### src/rtl/nibble_serial_subtractor.sv
// Serial subtractor: D = A - B - bin over NIBBLES*4 bits, one 4-bit borrow-lookahead
// slice per clock, LSB nibble first. Results appear only on the completion edge.
module nibble_serial_subtractor #(
  parameter int unsigned NIBBLES = 4
) (
  input  logic                   clk_i,
  input  logic                   rst_ni,
  input  logic                   start_i,
  input  logic [4*NIBBLES-1:0]   a_i,
  input  logic [4*NIBBLES-1:0]   b_i,
  input  logic                   bin_i,
  output logic                   busy_o,
  output logic                   done_o,
  output logic [4*NIBBLES-1:0]   d_o,
  output logic                   bout_o
);

  localparam int unsigned W    = 4 * NIBBLES;
  localparam int unsigned CntW = $clog2(NIBBLES + 1);

  typedef enum logic [1:0] {StIdle, StRun, StDone} state_e;

  state_e          state_q, state_d;
  logic [W-1:0]    a_q, a_d;
  logic [W-1:0]    b_q, b_d;
  logic [W-1:0]    diff_q, diff_d;
  logic [W-1:0]    d_q, d_d;
  logic            borrow_q, borrow_d;
  logic            bout_q, bout_d;
  logic [CntW-1:0] cnt_q, cnt_d;

  logic [3:0] sl_a, sl_b, sl_g, sl_p, sl_d;
  logic [4:0] sl_c;
  logic       last_slice;

  // Borrow-lookahead slice on the current low nibble of the shifting operand regs.
  always_comb begin
    sl_a    = a_q[3:0];
    sl_b    = b_q[3:0];
    sl_g    = ~sl_a & sl_b;
    sl_p    = ~sl_a | sl_b;
    sl_c[0] = borrow_q;
    sl_c[1] = sl_g[0] | (sl_p[0] & sl_c[0]);
    sl_c[2] = sl_g[1] | (sl_p[1] & sl_g[0]) | (sl_p[1] & sl_p[0] & sl_c[0]);
    sl_c[3] = sl_g[2] | (sl_p[2] & sl_g[1]) | (sl_p[2] & sl_p[1] & sl_g[0])
            | (sl_p[2] & sl_p[1] & sl_p[0] & sl_c[0]);
    sl_c[4] = sl_g[3] | (sl_p[3] & sl_g[2]) | (sl_p[3] & sl_p[2] & sl_g[1])
            | (sl_p[3] & sl_p[2] & sl_p[1] & sl_g[0])
            | (sl_p[3] & sl_p[2] & sl_p[1] & sl_p[0] & sl_c[0]);
    sl_d    = sl_a ^ sl_b ^ sl_c[3:0];
  end

  assign last_slice = (cnt_q == CntW'(NIBBLES - 1));

  always_comb begin
    state_d  = state_q;
    a_d      = a_q;
    b_d      = b_q;
    diff_d   = diff_q;
    d_d      = d_q;
    borrow_d = borrow_q;
    bout_d   = bout_q;
    cnt_d    = cnt_q;
    unique case (state_q)
      StIdle, StDone: begin
        if (start_i) begin
          state_d  = StRun;
          a_d      = a_i;
          b_d      = b_i;
          borrow_d = bin_i;
          cnt_d    = '0;
        end else begin
          state_d = StIdle;
        end
      end
      StRun: begin
        a_d      = a_q >> 4;
        b_d      = b_q >> 4;
        // New nibble enters at the top; after NIBBLES shifts nibble 0 sits at the bottom.
        diff_d   = (diff_q >> 4) | (W'(sl_d) << (W - 4));
        borrow_d = sl_c[4];
        cnt_d    = cnt_q + CntW'(1);
        if (last_slice) begin
          state_d = StDone;
          d_d     = diff_d;
          bout_d  = sl_c[4];
        end
      end
      default: state_d = StIdle;
    endcase
  end

  always_ff @(posedge clk_i or negedge rst_ni) begin
    if (!rst_ni) begin
      state_q  <= StIdle;
      a_q      <= '0;
      b_q      <= '0;
      diff_q   <= '0;
      d_q      <= '0;
      borrow_q <= 1'b0;
      bout_q   <= 1'b0;
      cnt_q    <= '0;
    end else begin
      state_q  <= state_d;
      a_q      <= a_d;
      b_q      <= b_d;
      diff_q   <= diff_d;
      d_q      <= d_d;
      borrow_q <= borrow_d;
      bout_q   <= bout_d;
      cnt_q    <= cnt_d;
    end
  end

  assign busy_o = (state_q == StRun);
  assign done_o = (state_q == StDone);
  assign d_o    = d_q;
  assign bout_o = bout_q;

endmodule

### config.mk
export PLATFORM = sky130hd
export DESIGN_NAME = nibble_serial_subtractor
export DESIGN_NICKNAME = d
export VERILOG_FILES = /design/src/rtl/nibble_serial_subtractor.sv
export SDC_FILE = /design/constraint.sdc
export NUM_CORES = 1
export LEC_CHECK = 0
export ABC_AREA = 1
export ABC_CLOCK_PERIOD_IN_PS = 2600
export BUFFER_PORTS_ARGS = -buffer_cell sky130_fd_sc_hd__buf_2
export CORE_MARGIN = 3
export CORE_UTILIZATION = 35
export DETAILED_ROUTE_END_ITERATION = 7
export PLACE_DENSITY = 0.55
export SLEW_MARGIN = 20
export SYNTH_ARGS = -nofsm -noshare
export SYNTH_HDL_FRONTEND = slang
export SYNTH_SLANG_ARGS = --single-unit
### constraint.sdc
create_clock -name clk_i -period 2.6 [get_ports clk_i]
set_input_delay 0.13 -clock clk_i [delete_from_list [all_inputs] [get_ports clk_i]]
set_output_delay 0.13 -clock clk_i [all_outputs]
set_load 0.05 [all_outputs]
==> results of run 1 <==
-- stage by stage --
stage	area [sq um]	total power [mW]	instances	worst slack [ns]
CTS	3650	5.40	499	0.380
floorplan	3160	4.09	336	1.16
global placement	3460	4.50	484	0.773
global route	3650	5.84	499	0.260
finish	3650	5.30	499	0.426
detailed placement	3460	4.54	484	0.756
-- how the worst max path moves through the flow --
stage                           from     end  slack (ns)  depth (start not counted)
after CTS                 state_q[1]  busy_o        0.38                          5
final                     state_q[1]  busy_o        0.43                          5
after global routing      state_q[1]  busy_o        0.26                          5
after floorplan             cnt_q[0]  bout_o        1.16                          8
after global placement    state_q[1]  busy_o        0.77                          5
after detailed placement  state_q[1]  busy_o        0.76                          5
-- routing by layer --
metal  global-route usage  up-vias  wire, microns  share of wire
met2                0.199       56           2740           0.45
met5                    0        -              0              0
met1                0.176     1044           2950           0.48
met3               0.0429        6            387          0.063
met4               0.0429        0             73          0.012
li1                     -     1188              -              -
-- where the power goes --
part / leakage (nW) / switching (mW) / internal, mW / total, mW
logic: 0.946 / 1.87 / 0.840 / 2.71
registers: 0.830 / 0.212 / 1.55 / 1.77
clock network: 0.0881 / 0.393 / 0.434 / 0.827
total: 1.86 / 2.47 / 2.83 / 5.30
-- state kept, by name, summed over array words and instances (netlist names) --
signal,flops
cnt_q,3
diff_q,12
borrow_q,1
a_q,16
bout_o,1
b_q,16
d_o,16
state_q,2
-- layout by cell type, fill, tap and decap left out --
master      instances
nor2_1              4
clkbuf_1            1
xnor2_1             1
inv_2               3
o21ai_1            10
a22o_1              1
bufinv_16           1
clkinvlp_4          2
o21ai_0            33
nand3_1            18
nand2_4             3
ha_1               10
nand2_1            77
nand3b_1            1
buf_2              54
inv_1              50
nor2_8              1
o211ai_2            6
clkinv_2            2
o21ai_2            11
fa_1                1
dfrtp_1            67
a21oi_1             3
o22ai_1             1
o211ai_1           18
clkbuf_8            9
buf_4               3
-- layout make-up --
class                   count  area, sq um
multi-input cells         199         1160
clock buffers              10          128
flip-flops and latches     67         1680
inverters                  53          199
well taps                 108          135
clock inverters             5         55.1
fillers                   904         5120
repair buffers             57          293
-- critical path: stages (launching register included) --
cell     delay [ns]
dfrtp_1        0.36
inv_1          0.10
nand2_4        0.18
inv_2          0.50
buf_4          0.27
buf_2          0.27
-- cells by family (layout without fill, tap and decap cells) --
| family | Yosys count | in the layout |
|---|---|---|
| AO/OA/AOI/OAI | 83 | 83 |
| XOR/XNOR | 1 | 1 |
| adder cells (fa/ha/maj) | 11 | 11 |
| buffers and inverters | 70 | 125 |
| flip-flops | 67 | 67 |
| AND/OR/NAND/NOR | 104 | 104 |
==> qor.txt, run 1 <==
TritonRoute pass-1 iters - 4
CTS tree - built
Via density - 4.60
final max-slew violation count - 0
layout cell share with drive strength beyond 1 - 0.243
Hold WC Path Type - in -> async
post-synthesis simple-gate area fraction - 0.144
maximum VDD drop - 0.508 mV
Layout Nets - 434
H-tree depth - 3
Ports - 55
routed wire length per instance - 12.3 microns
CTS resizes - 0
final WL - 6150 microns
xor/xnor share of the synthesized area - 0.00277
dominant cell by count in the synthesized netlist - nand2_1
Seq cells post-synth - 67
main combinational cell family by area after synthesis - compound AO/OA/AOI/OAI gates
area grow syn2layout - 15.3%
critical path capture point type - primary output
Post-synth EDFFs - 0
nature of the critical path startpoint - register
Iter 0 DRT Violations - 52
via count - 2294
initial antenna violation count - 0
Die Ht - 101 microns
Post-DRT Antenna Nets - 0
postcts setup bufs - 0
clock buffer depth - 2
# DRC - 0
Reg2Reg Depth - 7
Setup Crit Path Kind - reg -> out
Max Cap Violations - 0
syn nets - 383
hpwl dp - 4250 microns
Die X-Extent - 101 microns
GRT overflow - 0
skew final - 0.00887 ns
first-pass GRT wire length - 10500 microns
Worst R2R End - a_q[5]
post-synth top area share - 0.530
Post-Route Utilization - 0.416
Clock Pin Slew Worst Setup and Hold Paths - 0.07 ns
post-synthesis sequential area ratio - 0.530
Initial Utilization - 0.361
Post-CTS Hold Buffers - 0
# rows - 34
Cell Pwr Density - 1450 nW/um^2
total die area - 10200 sq um
hold slack - -0.0144 ns
post-synth top area cell - dfrtp_1
Yosys cell types - 24
final hold violation count - 21
CP max FO - 38
Placeable Area - 8760 sq um
RSZ-0062 raised after global routing - no
WP data arrival - 2.04 ns
Worst R2R Setup Slack - 0.78 ns
Tcrit/Tclk final - 0.836
max_slew headroom - 0.432
worst reg2reg startpoint - state_q[1]
setup_tns - 0 ns
Mapped Cells - 336
outcome - finished with violations
Placer Congestion - 0.787
# clock sinks - 67
synthesized area - 3160 sq um
I/O Buffers - 54
Main synth FF type - dfrtp_1
Root Buffer - clkbuf_8
multiplexer share of the synthesized area - 0
Ys Warns - 0
clk_lat worst skew - 0.34 ns
minimum clock period - 2.17 ns
Synth top cells by count - nand2_1, dfrtp_1, inv_1
failing checks - negative hold slack
Leakage - 1.86 nW
Final Setup Violations - 0
vias in the first global route - 2171
Max Fclk - 460 MHz
slew at the pin closest to its max-slew limit - 0.852 ns
post-synthesis compound-gate area fraction - 0.174
adder-cell area share of the yosys netlist - 0.0459
fraction of registers with async set/reset - 1.00
Synth Area per Inst - 9.42 sq um
CP required - 2.47 ns
GRT Total Usage - 0.131
CTS Buf Count - 9
ANT cells - 0
largest net degree at the start of global routing - 68
Synth area leaders - dfrtp_1, nand2_1, inv_1
Note: power is estimated with default switching activity, not from simulation.
==> run 2, diff against run 1 <==
- ABC_CLOCK_PERIOD_IN_PS: 2600 -> 2100
- clock period: 2.6 -> 2.1 ns (I/O delays scaled with it)
==> run 2 against run 1 <==
The run now ends clean. Via count rose by 3.6%. Worst hold slack improved by 0.025 ns. Clock skew rose by 0.00097 ns. Wire length rose by 1.9%. Total power rose by 25%. Combinational power rose by 28%. Die area did not move. Worst setup slack got worse by 0.27 ns. Cell area rose by 2.0%. Non-clock buffer count rose by 5. Core utilization rose by 0.84 points. Register-to-register slack got worse by 0.39 ns. Critical path type unchanged. Critical endpoint unchanged. Largest cell class unchanged.
==> qor.txt, run 2 (same netlist as run 1, synthesis figures left out) <==
# clock sinks - 67 (unchanged)
critical path capture point type - primary output
combinational group share of total power - 0.526 (+0.015)
Setup Crit Path Kind - reg -> out
Max Cap Violations - 0 (unchanged)
Sw Share - 0.465 (-0.00160)
final WL - 6260 microns (+1.9%)
worst path cell trace - nand2_4 > clkinv_2 > buf_12 > buf_2
clock buffer depth - 2 (unchanged)
skew final - 0.00983 ns (+0.000965 ns)
Post-DRT Antenna Nets - 0 (unchanged)
area grow syn2layout - 17.6%
routed wire length per instance - 12.4 microns (+0.71%)
Placement Cell Area - 3520 sq um (+1.5%)
clock share of power - 0.142 (-0.014)
RSZ-0062 raised after global routing - no
Reg2Reg Depth - 5 (-2)
hpwl dp - 4450 microns (+4.8%)
Ports - 55 (unchanged)
TritonRoute pass-1 iters - 4 (unchanged)
total power - 6.62 mW (+25%)
ANT cells - 0 (unchanged)
routed metal-1 wirelength - 3010 microns (+2.3%)
GRT Total Usage - 0.131 (+0.000492)
I/O Buffers - 54 (unchanged)
Tcrit/Tclk final - 0.926
Multi-input gate area - 1160 sq um (unchanged)
Max Fclk - 514 MHz
minimum clock period - 1.94 ns
Worst Hold Depth - 3
Cell Pwr Density - 1780 nW/um^2 (+22%)
slew at the pin closest to its max-slew limit - 0.495 ns (-0.357 ns)
WL met3 - 315 microns (-19%)
H-tree depth - 3 (unchanged)
setup ws final - 0.156 ns (-0.270 ns)
CP max FO - 40 (+5.3%)
Placer Congestion - 0.757 (-3.8%)
crit-path max cell delay - 0.42 ns (-0.08 ns)
Psw - 3.08 mW (+24%)
Placed Cells incl. Taps - 486 (+0.41%)
# rows - 34 (unchanged)
vias in the first global route - 2202 (+1.4%)
max_slew headroom - 0.670 (+0.238)
CTS tree - built
Iter 0 DRT Violations - 62 (+19%)
outcome - finished clean
nature of the critical path startpoint - register
Placeable Area - 8760 sq um (unchanged)
fin cells - 505 (+1.2%)
Root Buffer - clkbuf_8
max layer used - met4
first-pass GRT wire length - 10600 microns (+1.5%)
CP required - 2.00 ns (-0.47 ns)
Die Ht - 101 microns (unchanged)
Slowest-stage cell, CP - dfrtp_1
Via density - 4.71 (+2.4%)
Post-Route Utilization - 0.425 (+0.00842)
met2 routed WL - 2880 microns (+5.2%)
hold slack - 0.0102 ns (+0.0247 ns)
largest net degree at the start of global routing - 41 (-40%)
filler cell count - 921 (+1.9%)
final max-slew violation count - 0 (unchanged)
most frequent cells in the layout - nand2_1, dfrtp_1, buf_2
Layout Nets - 439 (+1.2%)
Post-Layout Inst Area - 3720 sq um (+2.0%)
Leakage - 1.90 nW (+2.1%)
WP buf/inv - 3 (-1)
Clock Pin Slew Worst Setup and Hold Paths - 0.07 ns (about the same)
Final Setup Violations - 0 (unchanged)
GRT overflow - 0 (unchanged)
WP data arrival - 1.84 ns (-0.20 ns)
# DRC - 0 (unchanged)
initial antenna violation count - 0 (unchanged)
most common cell after layout, fill and taps aside - nand2_1
layout cell share with drive strength beyond 1 - 0.242 (-0.00115)
Register Area - 1680 sq um (unchanged)
setup_tns - 0 ns (unchanged)
via count - 2377 (+3.6%)
crit-path leading delay family - buffers and inverters
Hold WC Path Type - in -> reg
CP Depth - 4 (-1)
clk_lat worst skew - 0.33 ns (about the same)
Initial Utilization - 0.361 (unchanged)
CTS Buf Count - 9 (unchanged)
internal power - 3.54 mW (+25%)
Die X-Extent - 101 microns (unchanged)
worst slack, placed - 0.457 ns (-0.299 ns)
sequential share of power - 0.331 (-0.002)
maximum VDD drop - 0.579 mV (+14%)
total die area - 10200 sq um (unchanged)
final hold violation count - 0 (-100%)
## run 2: changes by cell type in the layout (fill, tap and decap cells not counted)
cell and delta:
buf_12 +3, dlygate4sd3_1 +3, clkbuf_1 +2, clkbuf_8 +2
clkinvlp_4 -2, buf_4 -1, bufinv_16 -1, clkinv_2 +1
inv_2 -1
## run 2: power by group through the flow
| stage | Sequential (mW) | Combinational (mW) | Clock [mW] |
|---|---|---|---|
| 2_1_floorplan | 2.70 | 2.36 | 0 |
| 3_3_place_gp | 2.20 | 3.47 | 0 |
| 3_5_place_dp | 2.22 | 3.53 | 0 |
| 4_1_cts | 2.20 | 3.55 | 0.977 |
| 5_1_grt | 2.27 | 3.96 | 1.02 |
| 6_report | 2.19 | 3.48 | 0.941 |
## run 2: area by class of cell
type	instances	area share
flip-flops and latches	67	0.451
multi-input cells	199	0.312
repair buffers	62	0.101
inverters	53	0.0538
clock buffers	14	0.0437
well taps	108	0.0363
clock inverters	2	0.00269
## run 2: layer usage
| metal | vias to the layer above | global-route usage |
|---|---|---|
| met5 | - | 0 |
| met4 | 0 | 0.0337 |
| met3 | 5 | 0.0394 |
| met2 | 52 | 0.207 |
| met1 | 1122 | 0.176 |
| li1 | 1198 | - |
## run 2: path summary, 6_finish.rpt
| kind | startpoint | slack (ns) | end |
|---|---|---|---|
| max in group asynchronous | rst_ni | 1.17 | borrow_q |
| hold / removal | b_i[13] | 0.01 | b_q[13] |
| hold reg to reg | d_o[0] | 0.46 | d_o[0] |
| setup reg to reg | state_q[0] | 0.39 | b_q[1] |
| min in group asynchronous | rst_ni | 0.27 | d_o[3] |
| setup / recovery | state_q[0] | 0.16 | busy_o |
## run 2: worst reg2reg max path, cell delays in order, from the launching register on
cell and delay, ns:
dfrtp_1 0.42, nand2_4 0.26, clkinv_2 0.33, buf_12 0.28, o211ai_1 0.19, o21ai_0 0.10
## run 2: timing repair
action	4_1_cts	5_1_grt
endpoints found under the hold margin	20	0
buffers inserted	0	0
hold buffers	3	0
resized for setup	0	1
endpoints found under the setup margin	0	1
==> run 3, diff against run 2 <==
- ABC_AREA: 1 -> 0
- CORE_MARGIN: 3 -> 8
- GPL_TIMING_DRIVEN: unset -> 0
==> run 3 against run 2 <==
First-iteration DRC count rose by 18%. Worst hold slack improved by 0.0054 ns. Final cell count fell by 3.8%. Critical path type unchanged. Global-route usage fell by 0.16 points. Largest cell class unchanged.
==> qor.txt, run 3 <==
CP max FO - 10 (-75%)
worst path cell trace - nand2b_1 > buf_4 > inv_4 > buf_4 > buf_2 > buf_2
Worst R2R End - d_o[0]
Cell Pwr Density - 1750 nW/um^2 (-1.6%)
post-synth top area share - 0.563 (+0.0329)
routed wire length per instance - 14.4 microns (+16%)
skew final - 0.00761 ns (-0.00223 ns)
met2 routed WL - 3140 microns (+8.9%)
Initial Utilization - 0.363 (+0.00149)
area grow syn2layout - 28.9%
routed metal-1 wirelength - 3390 microns (+13%)
TritonRoute pass-1 iters - 4 (unchanged)
total power - 6.72 mW (+1.5%)
most common cell after layout, fill and taps aside - nand2_1
H-tree depth - 3 (unchanged)
# DRC - 0 (unchanged)
Iter 0 DRT Violations - 73 (+18%)
layout cell share with drive strength beyond 1 - 0.260 (+0.0180)
Clock Pin Slew Worst Setup and Hold Paths - 0.08 ns (about the same)
WHS Endpoint - b_q[4]
postcts setup bufs - 0 (unchanged)
Placer Congestion - 0.764 (+0.95%)
GRT Total Usage - 0.130 (-0.00161)
RSZ-0062 raised after global routing - no
hold_sp - b_i[4]
outcome - finished clean
Root Buffer - clkbuf_8
Mapped Cells - 291 (-13%)
Reg2Reg Depth - 6 (+1)
WP buf/inv - 5 (+2)
Main synth FF type - dfrtp_1
Synth Area per Inst - 10.2 sq um (+8.7%)
clock buffer depth - 2 (unchanged)
first-pass GRT wire length - 11900 microns (+12%)
Die X-Extent - 108 microns (+7.1%)
CTS tree - built
filler cell count - 791 (-14%)
Setup Crit Path Kind - reg -> out
Via density - 4.63 (-1.6%)
Seq cells post-synth - 67 (unchanged)
critical path capture point type - primary output
initial antenna violation count - 0 (unchanged)
Post-CTS Hold Buffers - 17 (+14)
Placeable Area - 8220 sq um (-6.2%)
CTS Buf Count - 9 (unchanged)
worst reg2reg startpoint - cnt_q[0]
# clock sinks - 67 (unchanged)
Post-synth EDFFs - 0 (unchanged)
Synth area leaders - dfrtp_1, nand2_1, mux2_4
final WL - 7020 microns (+12%)
Tcrit/Tclk final - 0.909 (-0.0161)
crit-path max cell delay - 0.39 ns (-0.03 ns)
via count - 2252 (-5.3%)
Die Ht - 108 microns (+7.1%)
CTS resizes - 0 (unchanged)
max_slew headroom - 0.644 (-0.0260)
post-synthesis sequential area ratio - 0.563 (+0.0329)
Hold WC Path Type - in -> reg
clk_lat worst skew - 0.34 ns (about the same)
Worst R2R Setup Slack - 0.55 ns (+0.16 ns)
Max Fclk - 524 MHz (+1.8%)
most frequent cells in the layout - nand2_1, dfrtp_1, buf_2
vias in the first global route - 2340 (+6.3%)
maximum VDD drop - 0.550 mV (-4.9%)
Ys Warns - 0 (unchanged)
max layer used - met4
Leakage - 1.93 nW (+1.5%)
Max Cap Violations - 0 (unchanged)
nature of the critical path startpoint - register
setup_tns - 0 ns (unchanged)
Yosys cell types - 26 (+8.3%)
final max-slew violation count - 0 (unchanged)
crit-path leading delay family - buffers and inverters
dominant cell by count in the synthesized netlist - nand2_1
synthesized area - 2980 sq um (-5.9%)
ANT cells - 0 (unchanged)
total die area - 11700 sq um (+15%)
Ports - 55 (unchanged)
post-synth top area cell - dfrtp_1
GRT overflow - 0 (unchanged)
Post-DRT Antenna Nets - 0 (unchanged)
hpwl dp - 4990 microns (+12%)
minimum clock period - 1.91 ns (-0.0339 ns)
slew at the pin closest to its max-slew limit - 0.534 ns (+0.0390 ns)
largest net degree at the start of global routing - 54 (+32%)
Layout Nets - 423 (-3.6%)
fraction of registers with async set/reset - 1.00 (unchanged)
Slowest-stage cell, CP - dfrtp_1
WL met3 - 426 microns (+35%)
CP required - 2.00 ns (about the same)
Synth top cells by count - nand2_1, dfrtp_1, nor2_1
final hold violation count - 0 (unchanged)
WP data arrival - 1.80 ns (-0.04 ns)
I/O Buffers - 54 (unchanged)
# rows - 33 (-2.9%)
Final Setup Violations - 0 (unchanged)
syn nets - 338 (-12%)
Worst Hold Depth - 3 (unchanged)
==> run 3: changes by cell type in the layout (fill, tap and decap cells not counted), sizes merged, moves of 12 or more <==
cell / previous run / this run
mux2: 0 / 12
a31oi: 0 / 18
o211ai: 24 / 0
inv: 52 / 11
nand3: 18 / 0
nor2: 5 / 29
dlygate4sd3: 3 / 19
o21ai: 54 / 18
==> run 3: cell type report <==
class,count,area [sq um],area share
Inverter,11,43.8,0.0114
Clock inverter,7,116,0.0303
Clock buffer,9,124,0.0322
Sequential cell,67,1680,0.436
Timing Repair Buffer,74,490,0.128
Multi-Input combinational cell,194,1150,0.299
Tap cell,105,131,0.0342
Buffer,19,109,0.0283
==> run 3: through the flow <==
| stage | setup WS (ns) | hold WS [ns] | area [sq um] | utilization | std cells |
|---|---|---|---|---|---|
| after floorplan | 0.652 | -0.191 | 2980 | - | 291 |
| after global placement | 0.550 | 0.329 | 3380 | 0.411 | 450 |
| after detailed placement | 0.552 | -0.0131 | 3410 | 0.415 | 451 |
| after CTS | 0.157 | 0.000501 | 3820 | 0.465 | 484 |
| after global routing | 0.0723 | 0.00528 | 3840 | 0.467 | 486 |
| final | 0.190 | 0.0157 | 3840 | 0.467 | 486 |
==> run 3: worst max-delay path by stage <==
stage / start / endpoint / slack [ns] / depth (start not counted)
after floorplan: cnt_q[0] / d_o[0] / 0.65 / 6
after global placement: rst_ni / b_q[13] / 0.55 / 1
after detailed placement: cnt_q[0] / d_o[0] / 0.55 / 6
after CTS: state_q[1] / busy_o / 0.16 / 6
after global routing: state_q[1] / busy_o / 0.07 / 6
final: state_q[1] / busy_o / 0.19 / 6
==> run 3: report_power, final <==
| part | switching, mW | internal [mW] | leakage (nW) |
|---|---|---|---|
| Clock | 0.509 | 0.786 | 0.119 |
| Combinational | 1.98 | 1.13 | 0.992 |
| Sequential | 0.378 | 1.93 | 0.819 |
==> run 3: metal layers <==
layer  track usage  vias up
met2         0.194       58
met4        0.0323        0
li1              -     1138
met3        0.0541        6
met5             0        -
met1         0.169     1050
==> run 3: logic make-up after synthesis <==
| kind of cell | share of synthesized area |
|---|---|
| compound gates | 0.122 |
| xor+xnor | 0.00588 |
| fa+ha+maj | 0.0487 |
| buf+inv | 0.0512 |
| flops | 0.563 |
| mux | 0.0638 |
| simple gates | 0.146 |
==> run 3: tightest hold or removal path, cell delays in order <==
cell and delay, ns:
buf_2 0.10, nand2_1 0.05, a31oi_1 0.07
